<file path="src/rtl/elevator_scan_ctrl.sv">
// elevator_scan_ctrl: N-floor elevator controller core.
// Latches floor requests, serves them in SCAN (sweep) order, holds the door
// open for a programmable number of ticks. All timing derives from an
// internal tick prescaler; all outputs are registered.
module elevator_scan_ctrl #(
    parameter int NUM_FLOORS = 4,
    parameter int TICK_DIV   = 1000,
    parameter int MOVE_TICKS = 1,
    parameter int DOOR_TICKS = 3,
    localparam int FW        = $clog2(NUM_FLOORS)
) (
    input  logic                  clk,
    input  logic                  rst_n,
    input  logic [NUM_FLOORS-1:0] req_in,
    output logic [FW-1:0]         floor_idx,
    output logic [NUM_FLOORS-1:0] floor_oh,
    output logic                  dir_up,
    output logic                  moving,
    output logic                  door_open,
    output logic [NUM_FLOORS-1:0] pending
);

    localparam logic [1:0] ST_IDLE = 2'd0;
    localparam logic [1:0] ST_MOVE = 2'd1;
    localparam logic [1:0] ST_DOOR = 2'd2;

    localparam int TW   = $clog2(TICK_DIV);
    localparam int MAXT = (MOVE_TICKS > DOOR_TICKS) ? MOVE_TICKS : DOOR_TICKS;
    localparam int PW   = $clog2(MAXT + 1);

    localparam logic [FW-1:0] TOP_FLOOR = FW'(NUM_FLOORS - 1);

    logic [1:0]            state_r;
    logic [TW-1:0]         tick_cnt_r;
    logic [PW-1:0]         phase_cnt_r;

    logic [1:0]            state_s;
    logic [FW-1:0]         floor_s;
    logic                  dir_s;
    logic [TW-1:0]         tick_cnt_s;
    logic [PW-1:0]         phase_cnt_s;
    logic [NUM_FLOORS-1:0] clr_s;
    logic [NUM_FLOORS-1:0] mask_s;
    logic [NUM_FLOORS-1:0] pending_s;
    logic [FW-1:0]         step_floor_s;
    logic                  restart_s;
    logic                  tick_s;
    logic                  above_s;
    logic                  below_s;
    logic                  here_s;

    // One-hot code of a floor index.
    function automatic logic [NUM_FLOORS-1:0] to_onehot(input logic [FW-1:0] f);
        to_onehot = {{(NUM_FLOORS-1){1'b0}}, 1'b1} << f;
    endfunction

    // Any request strictly above floor f.
    function automatic logic any_above(input logic [NUM_FLOORS-1:0] req,
                                       input logic [FW-1:0] f);
        logic r;
        r = 1'b0;
        for (int i = 0; i < NUM_FLOORS; i++) begin
            if (i > int'(f)) begin
                r = r | req[i];
            end else begin
                r = r;
            end
        end
        any_above = r;
    endfunction

    // Any request strictly below floor f.
    function automatic logic any_below(input logic [NUM_FLOORS-1:0] req,
                                       input logic [FW-1:0] f);
        logic r;
        r = 1'b0;
        for (int i = 0; i < NUM_FLOORS; i++) begin
            if (i < int'(f)) begin
                r = r | req[i];
            end else begin
                r = r;
            end
        end
        any_below = r;
    endfunction

    assign tick_s  = (tick_cnt_r == TW'(TICK_DIV - 1));
    assign above_s = any_above(pending, floor_idx);
    assign below_s = any_below(pending, floor_idx);
    assign here_s  = pending[floor_idx];

    // Neighbouring floor in the sweep direction, clamped to the shaft.
    always_comb begin
        step_floor_s = floor_idx;
        if (dir_up) begin
            if (floor_idx == TOP_FLOOR) begin
                step_floor_s = floor_idx;
            end else begin
                step_floor_s = floor_idx + FW'(1);
            end
        end else begin
            if (floor_idx == FW'(0)) begin
                step_floor_s = floor_idx;
            end else begin
                step_floor_s = floor_idx - FW'(1);
            end
        end
    end

    // Next-state decision: SCAN scheduling, floor stepping and door timing.
    always_comb begin
        state_s   = state_r;
        floor_s   = floor_idx;
        dir_s     = dir_up;
        clr_s     = '0;
        mask_s    = '0;
        restart_s = 1'b0;
        case (state_r)
            ST_IDLE: begin
                if (here_s) begin
                    state_s = ST_DOOR;
                    clr_s   = to_onehot(floor_idx);
                    mask_s  = to_onehot(floor_idx);
                end else if (dir_up && above_s) begin
                    state_s = ST_MOVE;
                end else if (below_s) begin
                    state_s = ST_MOVE;
                    dir_s   = 1'b0;
                end else if (above_s) begin
                    state_s = ST_MOVE;
                    dir_s   = 1'b1;
                end else begin
                    state_s = ST_IDLE;
                end
            end
            ST_MOVE: begin
                if (tick_s && (phase_cnt_r == PW'(MOVE_TICKS - 1))) begin
                    // Arrival: decide on the floor just reached.
                    floor_s   = step_floor_s;
                    restart_s = 1'b1;
                    if (pending[step_floor_s]) begin
                        state_s = ST_DOOR;
                        clr_s   = to_onehot(step_floor_s);
                        mask_s  = to_onehot(step_floor_s);
                    end else if (dir_up ? any_above(pending, step_floor_s)
                                        : any_below(pending, step_floor_s)) begin
                        state_s = ST_MOVE;
                    end else begin
                        state_s = ST_IDLE;
                    end
                end else begin
                    state_s = ST_MOVE;
                end
            end
            ST_DOOR: begin
                // Calls for the open floor are absorbed, not latched.
                mask_s = to_onehot(floor_idx);
                if (tick_s && (phase_cnt_r == PW'(DOOR_TICKS - 1))) begin
                    state_s   = ST_IDLE;
                    restart_s = 1'b1;
                end else begin
                    state_s = ST_DOOR;
                end
            end
            default: begin
                state_s   = ST_IDLE;
                restart_s = 1'b1;
            end
        endcase
    end

    // Prescaler and phase tick counter; restarted on every phase change.
    always_comb begin
        tick_cnt_s  = tick_cnt_r;
        phase_cnt_s = phase_cnt_r;
        if (restart_s || (state_r == ST_IDLE) || (state_s != state_r)) begin
            tick_cnt_s  = '0;
            phase_cnt_s = '0;
        end else if (tick_s) begin
            tick_cnt_s  = '0;
            phase_cnt_s = phase_cnt_r + PW'(1);
        end else begin
            tick_cnt_s  = tick_cnt_r + TW'(1);
            phase_cnt_s = phase_cnt_r;
        end
    end

    // Sticky request latch with clear-on-service and door-floor masking.
    always_comb begin
        pending_s = (pending & ~clr_s) | (req_in & ~mask_s);
    end

    // State, counters and registered outputs.
    always_ff @(posedge clk or negedge rst_n) begin
        if (!rst_n) begin
            state_r     <= ST_IDLE;
            tick_cnt_r  <= '0;
            phase_cnt_r <= '0;
            floor_idx   <= '0;
            floor_oh    <= {{(NUM_FLOORS-1){1'b0}}, 1'b1};
            dir_up      <= 1'b1;
            moving      <= 1'b0;
            door_open   <= 1'b0;
            pending     <= '0;
        end else begin
            state_r     <= state_s;
            tick_cnt_r  <= tick_cnt_s;
            phase_cnt_r <= phase_cnt_s;
            floor_idx   <= floor_s;
            floor_oh    <= to_onehot(floor_s);
            dir_up      <= dir_s;
            moving      <= (state_s == ST_MOVE);
            door_open   <= (state_s == ST_DOOR);
            pending     <= pending_s;
        end
    end

endmodule

</file>
<file path="config.mk">
export PLATFORM = sky130hd
export DESIGN_NAME = elevator_scan_ctrl
export DESIGN_NICKNAME = d
export VERILOG_FILES = /design/src/rtl/elevator_scan_ctrl.sv
export SDC_FILE = /design/constraint.sdc
export NUM_CORES = 1
export LEC_CHECK = 0
export CORE_UTILIZATION = 55
export DETAILED_ROUTE_END_ITERATION = 10
export GPL_TIMING_DRIVEN = 0
export PLACE_DENSITY = 0.79
export SLEW_MARGIN = 20
export SYNTH_ARGS = -nofsm -noshare
export SYNTH_HDL_FRONTEND = slang
export SYNTH_SLANG_ARGS = --single-unit
</file>
<file path="constraint.sdc">
create_clock -name clk -period 2.7 [get_ports clk]
set_clock_uncertainty 0.2 [all_clocks]
set_input_delay 0.54 -clock clk [delete_from_list [all_inputs] [get_ports clk]]
set_output_delay 0.54 -clock clk [all_outputs]
set_load 0.01 [all_outputs]
</file>
=== Yosys cells after proc, flatten, opt, wreduce, memory -nomap -nowiden ===
Cells that the tools add are included.
W data, S select, Z words.

* Memory bits (read-only): 0
* Word-level logic and storage cells: 131
* Bits of input ports: 6
* Output and inout port bits: 13
* Memory bits (writable): 0
* Bits in latches: 0
* Memories: 0
* Bits in registers: 27

* Multiplexer cells: 66
* Magnitude comparators: 14
* Multipliers: 0
* Reductions and logical operators: 11
* Divide/modulo/power cells: 0
* Equal/unequal tests: 8
* Shifts and indexed selects: 3
* Add/sub/neg operators: 4
* Bitwise logic cells: 16

{| class="wikitable"
|+ Operators by type and width
! kind !! count
|-
| $mux W1 || 44
|-
| $mux W2 || 11
|-
| $mux W10 || 2
|-
| $mux W4 || 3
|-
| $pmux W4 S3 || 1
|-
| $shl A1 B2 Y4 const A || 3
|-
| $add A10 B1 Y10 const B || 1
|-
| $eq A10 B10 Y1 const B || 1
|-
| $or A1 B1 Y1 || 9
|-
| $and A4 B4 Y4 || 2
|-
| $eq A2 B2 Y1 const B || 4
|-
| $gt A2 B2 Y1 const A || 4
|-
| $lt A1 B2 Y1 const A || 4
|-
| $not A4 Y4 || 2
|-
| $pmux W4 S2 || 1
|-
| $logic_not A2 Y1 || 3
|-
| $lt A2 B3 Y1 const B || 2
|-
| $pmux W2 S3 || 1
|-
| $add A2 B1 Y2 const B || 2
|-
| $bmux W1 S2 || 2
|-
| $eq A2 B1 Y1 const B || 2
|-
| $gt A1 B2 Y1 const A || 2
|-
| $lt A2 B2 Y1 const A || 2
|-
| $or A4 B4 Y4 || 1
|-
| 8 further kinds || 13
|}

=== Depth between registers and ports, before layout ===
Gate-level depths: netlist of the first run.

* Depth in word-level cells: 31
* Gate-level depth with buffers: 7

=== Worst setup path after synthesis of the first run ===
No wires, ideal clock.

* Path kind: flip-flop to flip-flop
* From: register tick_cnt_r[0]
* To: register pending[2]
* Clock period less this slack: 1.940 ns
* Data required time: 2.361 ns
* Stages on the path, launching flop included: 7
* Library setup time: 0.139 ns
* Path slack: 0.760 ns
* Arrival: 1.601 ns
* Cell sequence: dfrtp_1 -> ha_1 -> nand4b_2 -> nor4_1 -> buf_2 -> o21a_1 -> a41oi_1

* Cells in the longest elaborated chain, start to end: 7
* Elaborated cells between the ends (all ways): 10
* Those cells by class: eq/ne (1); mux (3); bitwise (5); reduce/logical (1)

{| class="wikitable"
|+ Ends and longest elaborated chain
! element !! line !! RTL
|-
| start: declaration || 34 || <nowiki>logic [TW-1:0] tick_cnt_r;</nowiki>
|-
| start signal: assignment || 207 || <nowiki>tick_cnt_r <= tick_cnt_s;</nowiki>
|-
| $eq A10 B10 Y1 (*) || 87 || <nowiki>assign tick_s = (tick_cnt_r == TW'(TICK_DIV - 1));</nowiki>
|-
| $logic_and A1 B1 Y1 (*) || 137 || <nowiki>if (tick_s && (phase_cnt_r == PW'(MOVE_TICKS - 1))) begin</nowiki>
|-
| $mux W4 (*) || 137 ||
|-
| $pmux W4 S3 or $pmux W4 S2 (tied branches) || 118 || <nowiki>case (state_r)</nowiki>
|-
| $not A4 Y4 || 190 || <nowiki>pending_s = (pending & ~clr_s) | (req_in & ~mask_s);</nowiki>
|-
| $and A4 B4 Y4 || 190 ||
|-
| $or A4 B4 Y4 (*) || 190 ||
|-
| net pending_s[2] || 44 || <nowiki>logic [NUM_FLOORS-1:0] pending_s;</nowiki>
|-
| end signal: assignment || 214 || <nowiki>pending <= pending_s;</nowiki>
|-
| end: declaration || 20 || <nowiki>output logic [NUM_FLOORS-1:0] pending</nowiki>
|}

The timed path passes the listed nets; every way through them passes the cells marked *.
A chain may end at the register's enable or synchronous reset.

=== Worst setup path after layout of the first run ===
* From: register tick_cnt_r[0]
* To: register pending[1]

The elaborated chain is that of the path after synthesis.

==> results of run 1 <==
## cells in the final DEF (no fill, tap or decap), drive strengths merged, types with 3 or more instances in the layout
cell,count
dfrtp,25
clkdlybuf4s50,17
nor2,15
nand3,10
buf,10
inv,8
xor2,7
a21oi,6
nor2b,5
a31oi,5
nand2,5
o21ai,5
nand4,4
and3,4
clkbuf,4
mux2i,3
a211oi,3
or2,3
nor4,3
xnor2,3
ha,3
## layer usage
metal / vias to the layer above / share of wire
li1: 652 / -
met1: 659 / 0.45
met2: 51 / 0.47
met3: 6 / 0.056
met4: 0 / 0.017
met5: - / 0
## cell type report
cell class | count | area, um^2
Buffer | 10 | 63.8
Multi-Input combinational cell | 120 | 851
Clock buffer | 3 | 22.5
Clock inverter | 1 | 5.00
Inverter | 8 | 30.0
Sequential cell | 27 | 678
Fill cell | 226 | 907
Timing Repair Buffer | 19 | 185
Tap cell | 31 | 38.8
## report_power, final
| part | internal, mW | leakage, nW | switching, mW |
|---|---|---|---|
| Sequential | 0.405 | 0.334 | 0.000000000000000238 |
| Clock | 0.0560 | 0.0177 | 0.130 |
| Combinational | 0.00674 | 0.449 | 0.00940 |
| Total | 0.467 | 0.801 | 0.140 |
## cell families after synthesis
family / after synthesis
DFF: 27
AOI/OAI and AO/OA: 39
xor gates and xnor gates: 10
adders and majority gates: 3
buffers and inverters: 18
muxes: 5
and+or+nand+nor: 63
## worst min path at each step
stage / from / endpoint / slack [ns] / cells after the start
after floorplan: rst_n / door_open$_DFF_PN0_ / 0.04 / 0
after global placement: tick_cnt_r[0]$_DFF_PN0_ / tick_cnt_r[0]$_DFF_PN0_ / 0.32 / 1
after detailed placement: tick_cnt_r[0]$_DFF_PN0_ / tick_cnt_r[0]$_DFF_PN0_ / 0.34 / 1
after CTS: tick_cnt_r[0]$_DFF_PN0_ / tick_cnt_r[0]$_DFF_PN0_ / 0.36 / 1
after global routing: tick_cnt_r[0]$_DFF_PN0_ / tick_cnt_r[0]$_DFF_PN0_ / 0.38 / 1
final: tick_cnt_r[0]$_DFF_PN0_ / tick_cnt_r[0]$_DFF_PN0_ / 0.35 / 1
## flip-flops by register name, indices dropped and copies added (netlist names)
signal	cells
state_r	2
floor_oh	4
moving	1
floor_idx	2
door_open	1
dir_up	1
pending	4
phase_cnt_r	2
tick_cnt_r	10
## metrics by stage
step	cell area [um^2]	instances	hold WS, ns
after detailed placement	1840	214	0.336
after global routing	1870	219	0.378
after global placement	1840	214	0.318
after floorplan	1620	165	0.0444
final	1870	219	0.352
after CTS	1870	219	0.356
## critical path: stages, from the launching register on
cell	delay [ns]
dfrtp_1	0.46
ha_1	0.32
nand4b_2	0.21
nor4_1	0.42
buf_2	0.29
o21a_1	0.19
a41oi_1	0.12
## what timing repair did
action | in CTS | in global routing
hold buffers | 1 | 0
endpoints found under the hold margin | 25 | 0
endpoints found under the setup margin | 0 | 0
==> summary.txt, run 1 <==
Routing
  – Final wirelength: 3.55 mm
  – Via count: approximately 1,400
  – WL/cell: 16.2 um
  – Post-DRT Antenna Nets: 0
  – Iter 0 DRT Violations: 50
  – Vias per inst: 6.25
  – Router iterations before antenna repair: 4
  – Residual DRC: 0

Die
  – Core Region: 0.00278 mm^2
  – Cell Rows: 19
  – DIE HEIGHT: 56.3 um
  – Die area: approximately 0.0032 mm^2
  – Chip Width: roughly 56 um
  – Initial core utilization: 0.583
  – Ports: 19

Placement
  – GP Congestion: 0.878
  – Detailed Place HPWL: 2.59 mm
  – IO Port Bufs: 18
  – Pre-CTS setup slack: 0.390 ns

Synth
  – Synthesized area: 0.00162 mm^2
  – Post-synth EDFFs: 0
  – Synth Area in Simple Gates: 0.231
  – Mux cell area share after synthesis: 0.0393
  – Post-Synthesis Cells: 165
  – Compound-Gate Fraction of Synth Area: 0.177
  – Synth async-reset ratio: 1.00
  – Largest family of logic cells by synthesized area: simple AND/OR/NAND/NOR gates
  – Mean Syn Cell Area: 9.84 um^2
  – XOR/XNOR share of the synthesized area: 0.0540
  – Synthesized flop and latch total: 27
  – Adder-Cell Fraction of Synth Area: 0.0231
  – Synth cell types: 51
  – Dominant synthesized flop cell: dfrtp_1
  – Sequential area share after synthesis: 0.418
  – Synth top area share: 0.386
  – Top-count cell post-synth: dfrtp_1
  – Top cells by area, synth: dfrtp_1 (39%), xor2_1 (3.8%), nor2_1 (3.5%), dfstp_2 (3.2%), nand3_1 (3.1%)
  – Most frequent cells after synthesis: dfrtp_1 (25), nor2_1 (15), nand3_1 (10), inv_1 (8), xor2_1 (7)
  – Syn Nets: roughly 170
  – Synth warn: 0
  – Yosys top cell by area: dfrtp_1

Pwr
  – Pleak: 0.801 nW
  – Pwr Total: 607 uW
  – PD cells: about 320 mW/mm^2
  – Peak VDD IR: 0.318 mV

Cells and area
  – Final #Nets: 198
  – Layout cells sized above 1: 0.144
  – Antenna diodes: 0
  – P&R area growth vs syn: 15.5%
  – Fin util: 0.674

Worst setup path
  – R2R depth: 6
  – Crit path launch type: flop
  – WP data arrival: 2.35 ns
  – Setup CP Type: reg2reg
  – FF-to-FF Start: tick_cnt_r[0]$_DFF_PN0_
  – R2r endpoint: pending[1]$_DFF_PN0_
  – Req. time, crit path: 2.72 ns
  – Critical Path Fanout Max: 10
  – Setup crit end: pending[1]$_DFF_PN0_
  – Critical Path Start: tick_cnt_r[0]$_DFF_PN0_
  – Crit end category: flop
  – R2r setup slk: roughly 0.37 ns

Timing
  – Worst slew pin tran: 0.594 ns
  – Peak Freq: 429 MHz
  – Final setup violation count: 0
  – Final max-slew violation count: 0
  – Period utilization: 0.863
  – Final min period: 2.33 ns
  – RSZ-0062 raised after global routing: no
  – Slew Limit Headroom: 0.604
  – Fin Setup TNS: 0 ns
  – Final WS setup: between 0.3 and 0.4 ns
  – Final Hold Fails: 0

Clock tree
  – Post-CTS sizing: 0
  – Clk_lat worst skew: 0.35 ns
  – Max clock buf depth: 2
  – Post-CTS Setup Bufs: 0
  – H-tree depth: 1
  – Worst-path clk slew: 0.15 ns
  – Clock sink count: 27
  – CTS tree: yes
  – CTS Buf Count: 3
  – CTS root buf: clkbuf_4

Global route
  – Tot GR Track Use: 0.244
  – Pin count of the biggest net entering global routing: 28
  – Vias in the first global route: 1,280
  – GR Util met2: 0.383
  – Remaining Overflow, GRT: 0
  – GR Util met1: 0.345
  – Met3 Resource Use GR: 0.0276
  – Initial antenna violation count: 0
  – First-pass GRT wire length: 5.98 mm
  – Layer with the highest usage: met2

Run status
  – Run status: finished, final reports clean

Min path
  – Min-Delay Path Class: reg2reg

Run
  – Max Cap Violations: 0
Note: power is estimated with default switching activity, not from simulation.
==> inputs of run 2 (changes only) <==
--- a/config.mk
+++ b/config.mk
@@ -5,10 +5,13 @@
 export SDC_FILE = /design/constraint.sdc
 export NUM_CORES = 1
 export LEC_CHECK = 0
-export CORE_UTILIZATION = 55
+export CORE_UTILIZATION = 57
+export CTS_BUF_LIST = sky130_fd_sc_hd__clkbuf_4 sky130_fd_sc_hd__clkbuf_8
 export DETAILED_ROUTE_END_ITERATION = 10
 export GPL_TIMING_DRIVEN = 0
-export PLACE_DENSITY = 0.79
+export PLACE_DENSITY = 0.81
+export RECOVER_POWER = 25
+export REMOVE_ABC_BUFFERS = 1
 export SLEW_MARGIN = 20
 export SYNTH_ARGS = -nofsm -noshare
 export SYNTH_HDL_FRONTEND = slang
==> run 2 against run 1 <==
Against the previous run: clock-buffer cell count unchanged; first-iteration DRC count is 10% lower; non-clock buffer count down 10; global-route usage decreased by 0.56 points; worst hold slack worse by 0.071 ns; utilization rose by 2.5 points; final cell count shrank 5.0%; critical path type unchanged; die area fell by 3.4%; setup slack lost 0.11 ns; sequential power hardly changed.
==> summary.txt, run 2 (synthesis gave the netlist of run 1 again) <==
Clock tree
  – H-tree depth: 1 (unchanged)
  – CTS tree: yes (unchanged)
  – CTS root buf: clkbuf_4 (unchanged)
  – Post-CTS sizing: 0 (unchanged)
  – Clock sink count: 27 (unchanged)
  – Max clock buf depth: 2 (unchanged)
  – Hold buffers post-CTS: 0 (was 1)
  – Post-CTS Setup Bufs: 0 (unchanged)
  – Clk_lat worst skew: 0.33 ns (was 0.35 ns)
  – Worst-path clk slew: 0.15 ns (about the same)
  – CTS Buf Count: 3 (unchanged)

Routing
  – Residual DRC: 0 (unchanged)
  – Iter 0 DRT Violations: 45 (was 50)
  – Router iterations before antenna repair: 4 (unchanged)
  – Vias per inst: 6.41 (was 6.25)
  – Final wirelength: 3.43 mm (was 3.55 mm)
  – Via count: 1,334 (was 1,368)
  – WL/cell: 16.5 um (was 16.2 um)
  – Post-DRT Antenna Nets: 0 (unchanged)

Placement
  – GP Congestion: 0.857 (was 0.878)
  – Detailed Place HPWL: 2.44 mm (was 2.59 mm)
  – Post-placement cell count: 204 (was 214)
  – IO Port Bufs: 18 (unchanged)

Pwr
  – Pleak: 0.749 nW (was 0.801 nW)
  – Peak VDD IR: 0.316 mV (was 0.318 mV)
  – PD cells: 331 mW/mm^2 (was 324 mW/mm^2)

Worst setup path
  – Crit end category: flop (unchanged)
  – CP max stage delay: 0.48 ns (was 0.46 ns)
  – Crit path launch type: flop (unchanged)
  – Setup CP Type: reg2reg (unchanged)
  – Crit path cell chain: ha_1 -> nand4b_2 -> nor4_2 -> buf_2 -> o21a_1 -> a41oi_1 (was ha_1 -> nand4b_2 -> nor4_1 -> buf_2 -> o21a_1 -> a41oi_1)
  – WP data arrival: 2.42 ns (was 2.35 ns)
  – Crit-path slowest cell: dfrtp_1 (unchanged)
  – Critical Path Fanout Max: 9 (was 10)
  – Req. time, crit path: 2.69 ns (was 2.72 ns)

Timing
  – Period utilization: 0.902 (was 0.863)
  – Worst slew pin tran: 1.37 ns (was 0.594 ns)
  – RSZ-0062 raised after global routing: no (unchanged)
  – Peak Freq: 411 MHz (was 429 MHz)
  – Final setup violation count: 0 (unchanged)
  – Slew Limit Headroom: 0.0889 (was 0.604)
  – Final max-slew violation count: 0 (unchanged)
  – Final Hold Fails: 0 (unchanged)
  – Final min period: 2.44 ns (was 2.33 ns)

Die
  – Chip Width: 55.4 um (was 56.3 um)
  – DIE HEIGHT: 55.4 um (was 56.3 um)
  – Initial core utilization: 0.627 (was 0.583)
  – Die area: 0.00306 mm^2 (was 0.00317 mm^2)
  – Cell Rows: 18 (was 19)
  – Ports: 19 (unchanged)
  – Core Region: 0.00259 mm^2 (was 0.00278 mm^2)

Cells and area
  – Top flop regs: tick_cnt_r (10), floor_oh (4), pending (4) (unchanged)
  – Max reg flops: 10 (unchanged)
  – Most frequent cells in the layout: dfrtp_1 (25), clkdlybuf4s50_1 (17), nor2_1 (15), nand3_1 (10), inv_1 (8) (unchanged)
  – Fin util: 0.699 (was 0.674)
  – Antenna diodes: 0 (unchanged)
  – Reg area: 678 um^2 (unchanged)
  – Filler Cell Count: 194 (was 226)
  – Multi-input logic area: 857 um^2 (was 851 um^2)
  – Biggest register: tick_cnt_r (unchanged)
  – Final #Nets: 188 (was 198)
  – P&R area growth vs syn: 11.5% (was 15.5%)
  – Final Non-Filler Cells: 208 (was 219)
  – Commonest non-fill, non-tap cell in the layout: dfrtp_1 (unchanged)
  – Layout cells sized above 1: 0.107 (was 0.144)

Global route
  – Pin count of the biggest net entering global routing: 28 (unchanged)
  – Tot GR Track Use: 0.239 (was 0.244)
  – First-pass GRT wire length: 5.85 mm (was 5.98 mm)
  – Remaining Overflow, GRT: 0 (unchanged)
  – Vias in the first global route: 1,301 (was 1,280)
  – Initial antenna violation count: 0 (unchanged)

Run status
  – Run status: finished, final reports clean (unchanged)

Run
  – Max Cap Violations: 0 (unchanged)

Min path
  – Min-Delay Path Class: in2async (was reg2reg)
## run 2: final cells by class
type | count | area share
clock buffers | 3 | 0.0124
clock inverters | 1 | 0.00277
inverters | 8 | 0.0166
multi-input cells | 120 | 0.474
flip-flops and latches | 27 | 0.375
well taps | 30 | 0.0207
repair buffers | 19 | 0.0989
## run 2: critical path, delay by kind of cell (launching register included)
| kind | cells | cell delay, ns |
|---|---|---|
| AOI/OAI and AO/OA | 2 | 0.32 |
| DFF | 1 | 0.48 |
| and+or+nand+nor | 2 | 0.68 |
| adders and majority gates | 1 | 0.32 |
| buffers and inverters | 1 | 0.28 |
## run 2: metrics by stage
stage / setup TNS (ns) / setup WS (ns) / area (um^2) / hold WS, ns / total power [mW]
after global routing: 0 / 0.115 / 1810 / 0.405 / 0.619
after floorplan: 0 / 0.245 / 1560 / 0.0444 / 0.412
after detailed placement: 0 / 0.342 / 1780 / 0.330 / 0.428
after CTS: 0 / 0.306 / 1810 / 0.000317 / 0.604
after global placement: -1.85 / -0.297 / 1780 / 0.324 / 0.428
final: 0 / 0.264 / 1810 / 0.281 / 0.598
## run 2: final timing paths
kind | from | end | slack, ns | depth (start not counted)
hold reg to reg | tick_cnt_r[9]$_DFF_PN0_ | tick_cnt_r[9]$_DFF_PN0_ | 0.37 | 2
max in group asynchronous | rst_n | pending[0]$_DFF_PN0_ | 1.22 | 1
hold / removal | rst_n | moving$_DFF_PN0_ | 0.28 | 1
setup / recovery | tick_cnt_r[0]$_DFF_PN0_ | pending[2]$_DFF_PN0_ | 0.26 | 6
setup reg to reg | tick_cnt_r[0]$_DFF_PN0_ | pending[2]$_DFF_PN0_ | 0.26 | 6
min in group clk | tick_cnt_r[9]$_DFF_PN0_ | tick_cnt_r[9]$_DFF_PN0_ | 0.37 | 2
## run 2: layer usage
layer / track usage / share of wire
met1: 0.325 / 0.44
met5: 0 / 0
met2: 0.391 / 0.50
met3: 0.0398 / 0.053
met4: 0.0750 / 0.011
## run 2: report_power, final
| part | total (mW) | internal [mW] | switching, mW | leakage (nW) |
|---|---|---|---|---|
| logic | 0.0144 | 0.00554 | 0.00883 | 0.397 |
| registers | 0.405 | 0.405 | 0.000000000000000455 | 0.334 |
| clock network | 0.179 | 0.0557 | 0.124 | 0.0177 |
| total | 0.598 | 0.466 | 0.133 | 0.749 |
